**src/rtl/booth_mult_sched_pkg.sv**
```systemverilog
// Shared types and helpers for the round-robin scheduled Booth multiplier.
package booth_sched_pkg;

    typedef enum logic [1:0] {
        IDLE,
        RUN,
        DONE
    } state_t;

    // Booth recoding of {Q[0], E}; 2'b11 behaves like NOP
    localparam logic [1:0] NOP = 2'b00;
    localparam logic [1:0] ADD = 2'b01;
    localparam logic [1:0] SUB = 2'b10;

    // Width of the iteration counter; never narrower than one bit
    function automatic int unsigned clog2(input int unsigned value);
        int unsigned r;
        r = 0;
        for (int unsigned i = 0; i < 32; i++) begin
            if ((32'd1 << i) < value) begin
                r = i + 1;
            end
        end
        return (r == 0) ? 1 : r;
    endfunction

endpackage

```
**src/rtl/booth_mult_sched_if.sv**
```systemverilog
// Request/response bundle between two operand sources, the shared multiplier and the product sink.
interface booth_mult_sched_if #(
    parameter int WIDTH = 4
);

    logic [1:0]         req_valid;
    logic [1:0]         req_ready;
    logic [2*WIDTH-1:0] req_x;
    logic [2*WIDTH-1:0] req_y;
    logic               rsp_valid;
    logic               rsp_ready;
    logic               rsp_id;
    logic [2*WIDTH-1:0] rsp_z;

    modport master (
        output req_valid, req_x, req_y, rsp_ready,
        input  req_ready, rsp_valid, rsp_id, rsp_z
    );

    modport slave (
        input  req_valid, req_x, req_y, rsp_ready,
        output req_ready, rsp_valid, rsp_id, rsp_z
    );

endinterface

```
**src/rtl/booth_mult_sched_step.sv**
```systemverilog
// One radix-2 Booth iteration: conditional add/subtract of sext(Y), then arithmetic shift of {A,Q,E}.
module booth_step
    import booth_sched_pkg::*;
#(
    parameter int WIDTH = 4
) (
    input  logic [WIDTH:0]   a,
    input  logic [WIDTH-1:0] q,
    input  logic             e,
    input  logic [WIDTH-1:0] y,
    output logic [WIDTH:0]   a_next,
    output logic [WIDTH-1:0] q_next,
    output logic             e_next
);

    logic [WIDTH:0] y_ext;
    logic [WIDTH:0] sum;

    assign y_ext = {y[WIDTH-1], y};

    // Recode {Q[0],E}, update the accumulator, then shift the whole {A,Q,E} chain right
    always_comb begin
        case ({q[0], e})
            SUB:     sum = a - y_ext;
            ADD:     sum = a + y_ext;
            default: sum = a;
        endcase
        a_next = {sum[WIDTH], sum[WIDTH:1]};
        q_next = {sum[0], q[WIDTH-1:1]};
        e_next = q[0];
    end

endmodule

```
**src/rtl/booth_mult_sched.sv**
```systemverilog
// Two-requester round-robin front end around a sequential radix-2 Booth multiplier.
// Optional build macro: BOOTH_SCHED_STATS_EN adds per-requester 8-bit response counters.
module booth_mult_sched
    import booth_sched_pkg::*;
#(
    parameter int WIDTH = 4
) (
    input  logic               clk,
    input  logic               rst,
    booth_mult_sched_if.slave  bus,
    output logic               busy
`ifdef BOOTH_SCHED_STATS_EN
    ,
    output logic [7:0]         stat_cnt0,
    output logic [7:0]         stat_cnt1
`endif
);

    localparam int unsigned   CW   = clog2(WIDTH);
    localparam logic [CW-1:0] LAST = CW'(WIDTH - 1);

    state_t             state;
    logic               rr_ptr;
    logic [CW-1:0]      count;
    logic [WIDTH:0]     acc;
    logic [WIDTH-1:0]   q;
    logic               e;
    logic [WIDTH-1:0]   y_reg;

    logic               rsp_valid_r;
    logic               rsp_id_r;
    logic [2*WIDTH-1:0] rsp_z_r;

    logic               grant_vld;
    logic               grant_id;
    logic [WIDTH-1:0]   sel_x;
    logic [WIDTH-1:0]   sel_y;

    logic [WIDTH:0]     acc_next;
    logic [WIDTH-1:0]   q_next;
    logic               e_next;
    logic [2*WIDTH-1:0] prod_next;

    booth_step #(
        .WIDTH(WIDTH)
    ) u_step (
        .a      (acc),
        .q      (q),
        .e      (e),
        .y      (y_reg),
        .a_next (acc_next),
        .q_next (q_next),
        .e_next (e_next)
    );

    assign prod_next = {acc_next[WIDTH-1:0], q_next};

    // Round-robin grant in IDLE; held off during reset so no requester sees a phantom accept
    always_comb begin
        grant_vld = 1'b0;
        grant_id  = rr_ptr;
        if (state == IDLE && !rst) begin
            if (bus.req_valid[rr_ptr]) begin
                grant_vld = 1'b1;
                grant_id  = rr_ptr;
            end else if (bus.req_valid[~rr_ptr]) begin
                grant_vld = 1'b1;
                grant_id  = ~rr_ptr;
            end
        end
    end

    assign bus.req_ready = grant_vld ? (2'b01 << grant_id) : '0;
    assign sel_x         = bus.req_x[grant_id*WIDTH +: WIDTH];
    assign sel_y         = bus.req_y[grant_id*WIDTH +: WIDTH];

    assign bus.rsp_valid = rsp_valid_r;
    assign bus.rsp_id    = rsp_id_r;
    assign bus.rsp_z     = rsp_z_r;

    // Control FSM with operand, accumulator and registered response state
    always_ff @(posedge clk) begin
        if (rst) begin
            state       <= IDLE;
            rr_ptr      <= 1'b0;
            count       <= '0;
            acc         <= '0;
            q           <= '0;
            e           <= 1'b0;
            y_reg       <= '0;
            rsp_valid_r <= 1'b0;
            rsp_id_r    <= 1'b0;
            rsp_z_r     <= '0;
            busy        <= 1'b0;
        end else begin
            case (state)
                IDLE: begin
                    if (grant_vld) begin
                        q        <= sel_x;
                        y_reg    <= sel_y;
                        rsp_id_r <= grant_id;
                        acc      <= '0;
                        e        <= 1'b0;
                        count    <= '0;
                        rr_ptr   <= ~grant_id;
                        busy     <= 1'b1;
                        state    <= RUN;
                    end
                end
                RUN: begin
                    acc   <= acc_next;
                    q     <= q_next;
                    e     <= e_next;
                    count <= count + 1'b1;
                    if (count == LAST) begin
                        rsp_valid_r <= 1'b1;
                        rsp_z_r     <= prod_next;
                        state       <= DONE;
                    end
                end
                DONE: begin
                    if (bus.rsp_ready) begin
                        rsp_valid_r <= 1'b0;
                        busy        <= 1'b0;
                        state       <= IDLE;
                    end
                end
                default: state <= IDLE;
            endcase
        end
    end

`ifdef BOOTH_SCHED_STATS_EN
    // Per-requester count of accepted responses, wrapping at 8 bits
    always_ff @(posedge clk) begin
        if (rst) begin
            stat_cnt0 <= '0;
            stat_cnt1 <= '0;
        end else if (rsp_valid_r && bus.rsp_ready) begin
            if (rsp_id_r) begin
                stat_cnt1 <= stat_cnt1 + 8'd1;
            end else begin
                stat_cnt0 <= stat_cnt0 + 8'd1;
            end
        end
    end
`endif

endmodule
```
**src/flat_wrapper.sv**
```systemverilog
// flat-port wrapper written by rule: the top's interface ports become plain ports
module booth_mult_sched_flat import booth_sched_pkg::*;
#(
    parameter int WIDTH = 4
)
  (clk, rst, busy, bus_req_valid, bus_req_x, bus_req_y, bus_rsp_ready, bus_req_ready, bus_rsp_valid, bus_rsp_id, bus_rsp_z);
  booth_mult_sched_if #(.WIDTH(WIDTH)) bus_i ();
  input  logic clk;
  input  logic rst;
  output logic busy;
  input wire logic [$bits(bus_i.req_valid)-1:0] bus_req_valid;
  input wire logic [$bits(bus_i.req_x)-1:0] bus_req_x;
  input wire logic [$bits(bus_i.req_y)-1:0] bus_req_y;
  input wire logic [$bits(bus_i.rsp_ready)-1:0] bus_rsp_ready;
  output wire logic [$bits(bus_i.req_ready)-1:0] bus_req_ready;
  output wire logic [$bits(bus_i.rsp_valid)-1:0] bus_rsp_valid;
  output wire logic [$bits(bus_i.rsp_id)-1:0] bus_rsp_id;
  output wire logic [$bits(bus_i.rsp_z)-1:0] bus_rsp_z;
  assign bus_i.req_valid = bus_req_valid;
  assign bus_i.req_x = bus_req_x;
  assign bus_i.req_y = bus_req_y;
  assign bus_i.rsp_ready = bus_rsp_ready;
  assign bus_req_ready = bus_i.req_ready;
  assign bus_rsp_valid = bus_i.rsp_valid;
  assign bus_rsp_id = bus_i.rsp_id;
  assign bus_rsp_z = bus_i.rsp_z;
  booth_mult_sched #(.WIDTH(WIDTH)) u_core (.clk(clk), .rst(rst), .bus(bus_i), .busy(busy));
endmodule
```
**config.mk**
```make
export PLATFORM = sky130hd
export DESIGN_NAME = booth_mult_sched_flat
export DESIGN_NICKNAME = d
export VERILOG_FILES = /design/src/rtl/booth_mult_sched_pkg.sv /design/src/rtl/booth_mult_sched_if.sv /design/src/rtl/booth_mult_sched_step.sv /design/src/rtl/booth_mult_sched.sv /design/src/flat_wrapper.sv
export SDC_FILE = /design/constraint.sdc
export NUM_CORES = 1
export LEC_CHECK = 0
export BUFFER_PORTS_ARGS = -buffer_cell sky130_fd_sc_hd__buf_2
export CORE_UTILIZATION = 48
export CTS_BUF_LIST = sky130_fd_sc_hd__clkbuf_8 sky130_fd_sc_hd__clkbuf_16
export CTS_CLUSTER_SIZE = 24
export DETAILED_ROUTE_END_ITERATION = 8
export GPL_TIMING_DRIVEN = 1
export MAX_ROUTING_LAYER = met4
export PLACE_DENSITY_LB_ADDON = 0.12
export SYNTH_ARGS = -nofsm -noshare
export SYNTH_HDL_FRONTEND = slang
export SYNTH_SLANG_ARGS = --single-unit
export TNS_END_PERCENT = 10
```
**constraint.sdc**
```tcl
create_clock -name clk -period 2.5 [get_ports clk]
set_input_delay 0.125 -clock clk [delete_from_list [all_inputs] [get_ports clk]]
set_output_delay 0.125 -clock clk [all_outputs]
set_load 0.01 [all_outputs]
```
# --- Word level (Yosys, flattened, before mapping) ---
# Cells that the tools add are included.
word_totals:
  reg_bits: 30
  inputBits: 21
  out_inout_bits: 13
  elab_cells: 70
classes:
  addsub: 3
  order_cmp: 2
  eq_ne: 8
  n_shift: 3
  n_mux: 29
  bitwise: 2
  n_reduce_logical: 12
op_table:
  columns: ["operator", "n"]
  rows:
  - ["$pmux 5 s2", 2]
  - ["$shiftx 8x4->4", 2]
  - ["$mux 1", 14]
  - ["$mux 2", 5]
  - ["$reduce_and 3->1", 3]
  - ["$pmux 4 s2", 1]
  - ["$eq 2x2->1 const B", 3]
  - ["$pmux 1 s2", 3]
  - ["$pmux 2 s3", 1]
  - ["$reduce_and 2->1", 3]
  - ["$reduce_bool 2->1", 3]
  - ["$add 5x5->5", 1]
  - ["$mux 5", 1]
  - ["$sub 5x5->5", 1]
  - ["$eq 2x1->1 const B", 2]
  - ["$lt 1x2->1 const B", 2]
  - ["$mux 4", 1]
  - ["$ne 2x1->1 const B", 2]
  - ["$pmux 2 s2", 1]
  - ["$add 2x1->2 const B", 1]
  - ["$logic_not 2->1", 1]
  - ["$ne 2x2->1 const B", 1]
  - ["$not 1->1", 2]
  - ["$shl 1x1->2 const A", 1]
  - ["2 further kinds", 2]

# --- Logic depth before layout (Yosys ltp) ---
# Gate-level depths: netlist (run 1).
logic_depth:
  ltp_word: 9
  ltp_mapped: 10
  mapped_depth_nobuf: 10

# --- Hierarchy ---
# From an unflattened synthesis (run 1), not the netlist that was laid out.
hier_totals:
  hier_cells: 187
  area_unflattened_um2: 1657.8
modules_own_cells:
  columns: ["mod", "n_inst", "cells_per_inst", "area_per_inst_um2", "seq_area_each_um2"]
  rows:
  - ["booth_mult_sched", 1, 138, 1276.2, 600.6]
  - ["booth_step", 1, 49, 381.6, 0.0]

# --- Worst setup path before layout (run 1) ---
# Ideal clock, no wire load.
synth_path:
  kind: "reg2reg"
  start: "reg u_core.y_reg[0]"
  end: "reg u_core.rsp_z_r[7], in the netlist u_core.bus.rsp_z[7]"
  setup_time_ps: 91
  t_arrival_ps: 2304
  required_time_ps: 2409
  setup_slack_ps: 105
  path_stages_with_launch: 10
  n_path_buf: 0
  synth_period_minus_slack_ps: 2395
  path_cell_list: "dfxtp_1 -> inv_1 -> ha_1 -> mux2_2 -> fa_1 -> a21o_1 -> a21oi_2 -> xnor2_1 -> or3_1 -> a311oi_1"
synth_via:
  elab_chain_cells: 2
  word_cells_on_any_way: 3
  cone_classes: "add/sub: 2; mux: 1"
synth_lines:
  columns: ["element", "line_no", "text"]
  rows:
  - ["from (decl)", "booth_mult_sched.sv:28", "logic [WIDTH-1:0] y_reg;"]
  - ["from (signal assigned)", "booth_mult_sched.sv:100", "y_reg <= sel_y;"]
  - ["$add 5x5->5 or $sub 5x5->5 (tied branches)", "booth_mult_sched_step.sv:25, booth_mult_sched_step.sv:24", null]
  - ["$pmux 5 s2 *", "booth_mult_sched_step.sv:23", "case ({q[0], e})"]
  - ["to (signal assigned)", "booth_mult_sched.sv:117", "rsp_z_r <= prod_next;"]
  - ["to (decl)", "booth_mult_sched.sv:32", "logic [2*WIDTH-1:0] rsp_z_r;"]
# Every way passes the cells marked *; elsewhere a longest branch is shown, timed or not.
# A chain may end at the register's enable or synchronous reset.

# --- Worst setup path after layout (run 1) ---
layout_path:
  start: "reg u_core.q[0]"
  end: "reg u_core.acc[3]"
layout_via:
  elab_chain_cells: 3
  word_cells_on_any_way: 4
  cone_classes: "eq/ne: 2; mux: 2"
layout_lines:
  columns: ["element", "line_no", "text"]
  rows:
  - ["from (decl)", "booth_mult_sched.sv:26", "logic [WIDTH-1:0] q;"]
  - ["from (signal assigned)", "booth_mult_sched.sv:99", "q <= sel_x;"]
  - ["from (signal assigned)", "booth_mult_sched.sv:112", "q <= q_next;"]
  - ["$eq 2x1->1 or $eq 2x2->1 (tied branches)", "booth_mult_sched_step.sv:23", null]
  - ["$pmux 5 s2 *", "booth_mult_sched_step.sv:23", null]
  - ["$pmux 5 s2 *", "booth_mult_sched.sv:96", "case (state)"]
  - ["to (signal assigned)", "booth_mult_sched.sv:111", "acc <= acc_next;"]
  - ["to (decl)", "booth_mult_sched.sv:25", "logic [WIDTH:0] acc;"]
# Marks and branches as above.

==> metrics.txt, run 1 <==
Leak=0.000820 uW; CP endpoint kind=register; Worst-Skew Late Latency=0.27 ns; Reg-to-Reg End=u_core.acc[3]; placed insts=252; Layout area overhead=22.1%; core area=3030 um^2; clock share of power=0.344; Max-slew headroom=0.607; Internal Power=750 uW; grt total ovfl=0; Seq pwr share=0.483; final cell count without fillers=260; sequential area share after synthesis=0.383; setup ws final=0.140 ns; worst hold start=bus_req_y[5]; final setup violation count=0; unrepaired setup endpoints after global routing=no; max-cap violations=0; crit path max fanout=5; FF-to-FF Start=u_core.q[0]; Die ar.=3390 um^2; DR pass1 iterations=4; CP delay by family, top=compound AO/OA/AOI/OAI gates; max incr delay on CP=0.41 ns; cells on worst reg2reg path=10; Crit Path Category=register to register; Buf+Inv Stages, Crit Path=1; worst slack at placement=-0.0169 ns; HP Class=input port to register; Syn Nets=211; r2r setup slk=0.14 ns; hold endpoint=u_core.y_reg[1]; DP HPWL=2400 um; Std-Cell Rows=20; final hold violation count=0; f_max=0.424 GHz; total CTS buffers=5; WL/cell=12.7 um; Yosys reg bits=29; Switching Power=281 uW; Mapped Cells=181; Sw Ratio=0.273; Bufs on Longest Clock Path=2; H-tree lvl count=2; YS warnings=0; GPL Wtd Cong=0.770; total number of vias=1,385; layout cells sized above 1=0.278; GRT Total Usage=0.221; max-slew violations=0; total power divided by cell area=557 nW/um^2; worst vdd ir=324 uV; final-stage net count=245; vias per cell=5.33; total power=1030 uW; minimum clock period=2.36 ns; mapped cell area=1520 um^2; Setup TNS Final=0 ns; Hold Crit Depth=3; total routed wirelength=3300 um; PortBufs=33; drt first-iter violations=63; status=finished, final reports clean; num ports=34; Die Height=58.2 um; Post-CTS Hold Buffers=0; Final Skew=0.00562 ns; CP required=2.70 ns; post-synthesis cell type count=39; clk slew on worst S/H paths=0.06 ns; clock tree from TritonCTS=done; Comb pwr share=0.173; largest net degree at the start of global routing=33; # DRC=0; number of flip-flops in the largest register=8; number of global-route vias before repair=1,248; Setup Fix Bufs, Post-CTS=0; initial antenna violation count=0; crit path DAT=2.56 ns; Initial Util=0.501; antenna diode count=0; highest-delay cell along the critical path=or4_1; first-pass GRT wire length=5460 um; Die W=58.2 um; Tightest Pin Transition=0.590 ns; clock root cell=clkbuf_8; Critical Path Start Type=register; syn_area_per_cell=8.38 um^2; crit path cell chain=inv_2 -> ha_4 -> nor2_1 -> xor2_1 -> ha_1 -> a21o_1 -> a21oi_2 -> xnor2_2 -> or4_1 -> a31oi_1; fin crit share=0.944; worst hold margin=0.120 ns; Routed Antenna Nets=0; TritonCTS Sinks=29
==> per-stage QoR <==
| stage | instance area [um^2] | util |
|---|---|---|
| after global placement | 1720 | 0.569 |
| final | 1850 | 0.612 |
| after global routing | 1850 | 0.612 |
| after CTS | 1810 | 0.598 |
| after detailed placement | 1720 | 0.569 |
| after floorplan | 1520 | - |
==> cells in the mapped netlist (all sizes together) <==
cell,count,area (um^2)
dfxtp,29,581
nand2,28,105
a21oi,22,121
nor2,22,82.6
ha,8,100
a222oi,6,60.1
buf,6,30.0
a22oi,5,37.5
clkbuf,4,15.0
inv,4,15.0
nand2b,4,25.0
nor2b,4,25.0
o21ai,4,23.8
mux2,3,33.8
nand3,3,15.0
nor3,3,26.3
xnor2,3,26.3
a2111oi,2,23.8
a21o,2,15.0
a311oi,2,17.5
and2,2,12.5
and3,2,12.5
o21bai,2,15.0
xor2,2,17.5
a211oi,1,7.51
a31oi,1,6.26
fa,1,20.0
mux2i,1,10.0
nand3b,1,7.51
o211ai,1,7.51
o31ai,1,7.51
or3,1,6.26
or4,1,7.51
==> cells by family (layout without fill, tap and decap cells) <==
kind of cell               after synthesis  after routing  share of synthesized area
AOI/OAI and AO/OA                       49             49                      0.226
and+or+nand+nor                         71             71                      0.215
buffers and inverters                   14             49                     0.0396
xor gates and xnor gates                 5              5                     0.0289
DFF                                     29             29                      0.383
muxes                                    4              4                     0.0289
adders and majority gates                9              9                     0.0792
==> worst register-to-register path, stage by stage (launching register included) <==
cell	delay, ns
dfxtp_2	0.34
inv_2	0.05
ha_4	0.17
nor2_1	0.13
xor2_1	0.22
ha_1	0.29
a21o_1	0.21
a21oi_2	0.18
xnor2_2	0.11
or4_1	0.41
a31oi_1	0.17
==> layout make-up <==
cell class,count,area (um^2)
timing repair buffer,37,195
inverter,4,15.0
fill,287,1180
multi-input combinational,138,921
tap,44,55.1
sequential,29,583
clock buffer,5,68.8
clock inverter,3,13.8
==> how the worst max path moves through the flow <==
| stage | startpoint | end | slack, ns | cells after the start |
|---|---|---|---|---|
| finish | u_core.q[0] | u_core.acc[3] | 0.14 | 10 |
| global placement | u_core.q[0] | u_core.bus.rsp_z[7] | 0.06 | 9 |
| CTS | u_core.q[0] | u_core.bus.rsp_z[7] | 0.06 | 9 |
| detailed placement | u_core.q[0] | u_core.bus.rsp_z[7] | -0.02 | 9 |
| floorplan | u_core.y_reg[0] | u_core.bus.rsp_z[7] | 0.10 | 9 |
| global route | u_core.q[0] | u_core.acc[3] | 0.0001 | 9 |
==> per-layer routing <==
metal / track usage / routed length, um / up-vias / part of all wire
met2: 0.348 / 1550 / 33 / 0.47
met5: - / 0 / - / 0
met3: 0.0580 / 132 / 8 / 0.040
met1: 0.272 / 1550 / 631 / 0.47
li1: - / - / 713 / -
met4: 0.0816 / 65 / 0 / 0.020
==> what timing repair did <==
item                                    CTS  global route
pin swaps                                 0             6
endpoints found under the setup margin    2             2
gates resized for setup                   2             9
==> power groups by stage <==
stage	registers (uW)	logic, uW	clock network (uW)
finish	498	178	354
global route	501	200	383
CTS	497	168	367
detailed placement	507	167	0
global placement	506	160	0
floorplan	503	117	0
==> layout by cell type (no fill, tap or decap), types with 4 or more instances in the layout <==
cell | netlist | final
nand2b_1 | 4 | 4
buf_2 | 6 | 33
clkbuf_8 | 0 | 5
a222oi_1 | 6 | 6
ha_1 | 8 | 6
a21oi_1 | 19 | 19
nor2b_1 | 4 | 4
nand2_1 | 28 | 28
dfxtp_1 | 29 | 27
nor2_1 | 22 | 22
buf_4 | 0 | 4
a22oi_1 | 5 | 5
Note: power is estimated with default switching activity, not from simulation.
==> run 2: changes to the inputs <==
--- a/config.mk
+++ b/config.mk
@@ -6,7 +6,7 @@
 export NUM_CORES = 1
 export LEC_CHECK = 0
 export BUFFER_PORTS_ARGS = -buffer_cell sky130_fd_sc_hd__buf_2
-export CORE_UTILIZATION = 48
+export CORE_UTILIZATION = 49
 export CTS_BUF_LIST = sky130_fd_sc_hd__clkbuf_8 sky130_fd_sc_hd__clkbuf_16
 export CTS_CLUSTER_SIZE = 24
 export DETAILED_ROUTE_END_ITERATION = 8
@@ -15,5 +15,6 @@
 export PLACE_DENSITY_LB_ADDON = 0.12
 export SYNTH_ARGS = -nofsm -noshare
 export SYNTH_HDL_FRONTEND = slang
+export SYNTH_HIERARCHICAL = 1
 export SYNTH_SLANG_ARGS = --single-unit
 export TNS_END_PERCENT = 10
==> run 2 against run 1 <==
Core utilization down 1.0 points. Final cell count is 1.9% lower. Global-route usage rose by 0.60 points. Critical path type unchanged. Critical endpoint is now u_core/bus.rsp_z[7].
==> metrics.txt, run 2 <==
vias per cell=5.57; antenna diode count=0; largest area contributor in the netlist=dfxtp_1; HP Class=input port to register; number of synthesized flops with an enable pin=0; unrepaired setup endpoints after global routing=no; final hold violation count=0; max-cap violations=0; number of global-route vias before repair=1,303; Worst-Skew Late Latency=0.28 ns; Std-Cell Rows=20; total power divided by cell area=552 nW/um^2; final setup violation count=0; CP required=2.71 ns; Layout area overhead=13.4%; crit path DAT=2.59 ns; total number of vias=1,420; highest-delay cell along the critical path=fa_2; drt first-iter violations=46; most common cell after layout, fill and taps aside=buf_2; fin crit share=0.952; Routed Antenna Nets=0; Syn Nets=217; core area=3130 um^2; Max-slew headroom=0.572; most numerous cell in the Yosys netlist=dfxtp_1; number of flip-flops in the largest register=8; DR pass1 iterations=4; clock root cell=clkbuf_8; GRT Total Usage=0.227; worst hold margin=0.132 ns; Critical Path Start Type=register; post-synthesis cell type count=45; Bufs on Longest Clock Path=2; YS warnings=6; FF-to-FF Start=u_core/y_reg[0]; Final Skew=0.00773 ns; crit path max fanout=4; top-area cell type share of the netlist area=0.362; total routed wirelength=3390 um; f_max=0.420 GHz; total power=1040 uW; DP HPWL=2550 um; max incr delay on CP=0.37 ns; largest net degree at the start of global routing=27; worst vdd ir=377 uV; Tightest Pin Transition=0.639 ns; Die W=60.2 um; Post-synth ARST share=0; clock tree from TritonCTS=done; GPL Wtd Cong=0.837; top post-synthesis cells by count=dfxtp_1 (30), nand2_1 (17), a21oi_1 (15), nand3_1 (13), o21ai_0 (11); Die Height=60.2 um; post-layout util=0.601; final cell count without fillers=255; Leak=0.000778 uW; CP startpoint=u_core/y_reg[0]; CP endpoint kind=register; Mapped Cells=187; layout cells sized above 1=0.275; sequential area share after synthesis=0.362; clk slew on worst S/H paths=0.06 ns; Post-CTS Hold Buffers=0; filler instances=296; H-tree lvl count=2; final-stage net count=241; grt total ovfl=0; Setup TNS Final=0 ns; Initial Util=0.530; syn_area_per_cell=8.87 um^2; commonest non-fill, non-tap cells in the layout=buf_2 (33), dfxtp_1 (28), nand2_1 (17); # DRC=0; WL/cell=13.3 um; PortBufs=33; Die ar.=3620 um^2; worst hold start=bus_rsp_ready; TritonCTS Sinks=30; top cells by area, synth=dfxtp_1 (36%), ha_1 (6.0%), a21oi_1 (4.5%), nand3_1 (3.9%), nand2_1 (3.8%); Crit Path Category=register to register; initial antenna violation count=0; minimum clock period=2.38 ns; first-pass GRT wire length=5860 um; Synth Flop Type=dfxtp_1; max-slew violations=0; num ports=34; crit path cell chain=inv_1 -> ha_1 -> mux2_4 -> fa_2 -> a21o_1 -> a21oi_4 -> mux2i_1 -> a32o_2 -> nand3_1 -> a21oi_1; Buf+Inv Stages, Crit Path=1; total CTS buffers=5; placed insts=248; Setup Fix Bufs, Post-CTS=0; status=finished, final reports clean; CP delay by family, top=compound AO/OA/AOI/OAI gates; mapped cell area=1660 um^2; Yosys reg bits=30
## run 2: cell count changes after synthesis, sizes merged, moves of 5 or more
| cell | delta |
|---|---|
| nand3 | +10 |
| inv | +6 |
| o21ai | +9 |
| a22o | +7 |
| buf | +6 |
| nand2 | -11 |
| a222oi | -6 |
| nor2 | -18 |
| a21oi | -6 |
| a22oi | -5 |
## run 2: worst paths after layout
check                         to  slack [ns]  cells past startpoint
max          u_core/bus.rsp_z[7]        0.12                     10
min reg2reg  u_core/bus.rsp_z[1]        0.45                      2
min              u_core/state[1]        0.13                      3
max reg2reg  u_core/bus.rsp_z[7]        0.12                     10
## run 2: logic make-up (layout without fill, tap and decap cells)
family | Yosys count | count (layout) | synth area share
adder cells (fa/ha/maj) | 9 | 9 | 0.0725
AND/OR/NAND/NOR | 54 | 54 | 0.172
XOR/XNOR | 5 | 5 | 0.0264
buffers and inverters | 26 | 50 | 0.0823
AO/OA/AOI/OAI | 59 | 59 | 0.258
multiplexers | 4 | 4 | 0.0264
flip-flops | 30 | 30 | 0.362
## run 2: area by class of cell
cell class	count	area, um^2	area share
clock buffers	5	68.8	0.0366
clock inverters	2	10.0	0.00532
inverters	10	37.5	0.0200
multi-input cells	131	941	0.500
flip-flops and latches	30	603	0.321
well taps	44	55.1	0.0293
repair buffers	33	165	0.0878
## run 2: per-layer routing
layer | vias up | part of all wire | GRT usage
met4 | 0 | 0.014 | 0.0897
met1 | 665 | 0.44 | 0.263
met5 | - | 0 | -
met3 | 5 | 0.039 | 0.0584
li1 | 722 | - | -
met2 | 28 | 0.50 | 0.372
## run 2: timing repair
item / in CTS / in global routing
endpoints found under the hold margin: 0 / 0
endpoints found under the setup margin: 1 / 3
cloned: 0 / 0
pin swaps: 0 / 3
gates resized for setup: 1 / 4
## run 2: worst reg2reg max path, delay by kind of cell, from the launching register on
| family | cells | cell delay, ns |
|---|---|---|
| AO/OA/AOI/OAI | 4 | 0.69 |
| adder cells (fa/ha/maj) | 2 | 0.65 |
| buffers and inverters | 1 | 0.05 |
| flip-flops | 1 | 0.35 |
| multiplexers | 2 | 0.50 |
| AND/OR/NAND/NOR | 1 | 0.07 |
## run 2: metrics by stage
step / worst slack [ns] / instance area [um^2]
2_1_floorplan: 0.0426 / 1660
3_3_place_gp: 0.0865 / 1780
3_5_place_dp: -0.00427 / 1780
4_1_cts: 0.00387 / 1860
5_1_grt: 0.0106 / 1880
6_report: 0.119 / 1880
## run 2: where the power goes
group          total (uW)  switching (uW)  internal [uW]
Clock                 359             173            186
Combinational         166            90.1           75.9
Sequential            512            17.0            495
Total                1040             280            757
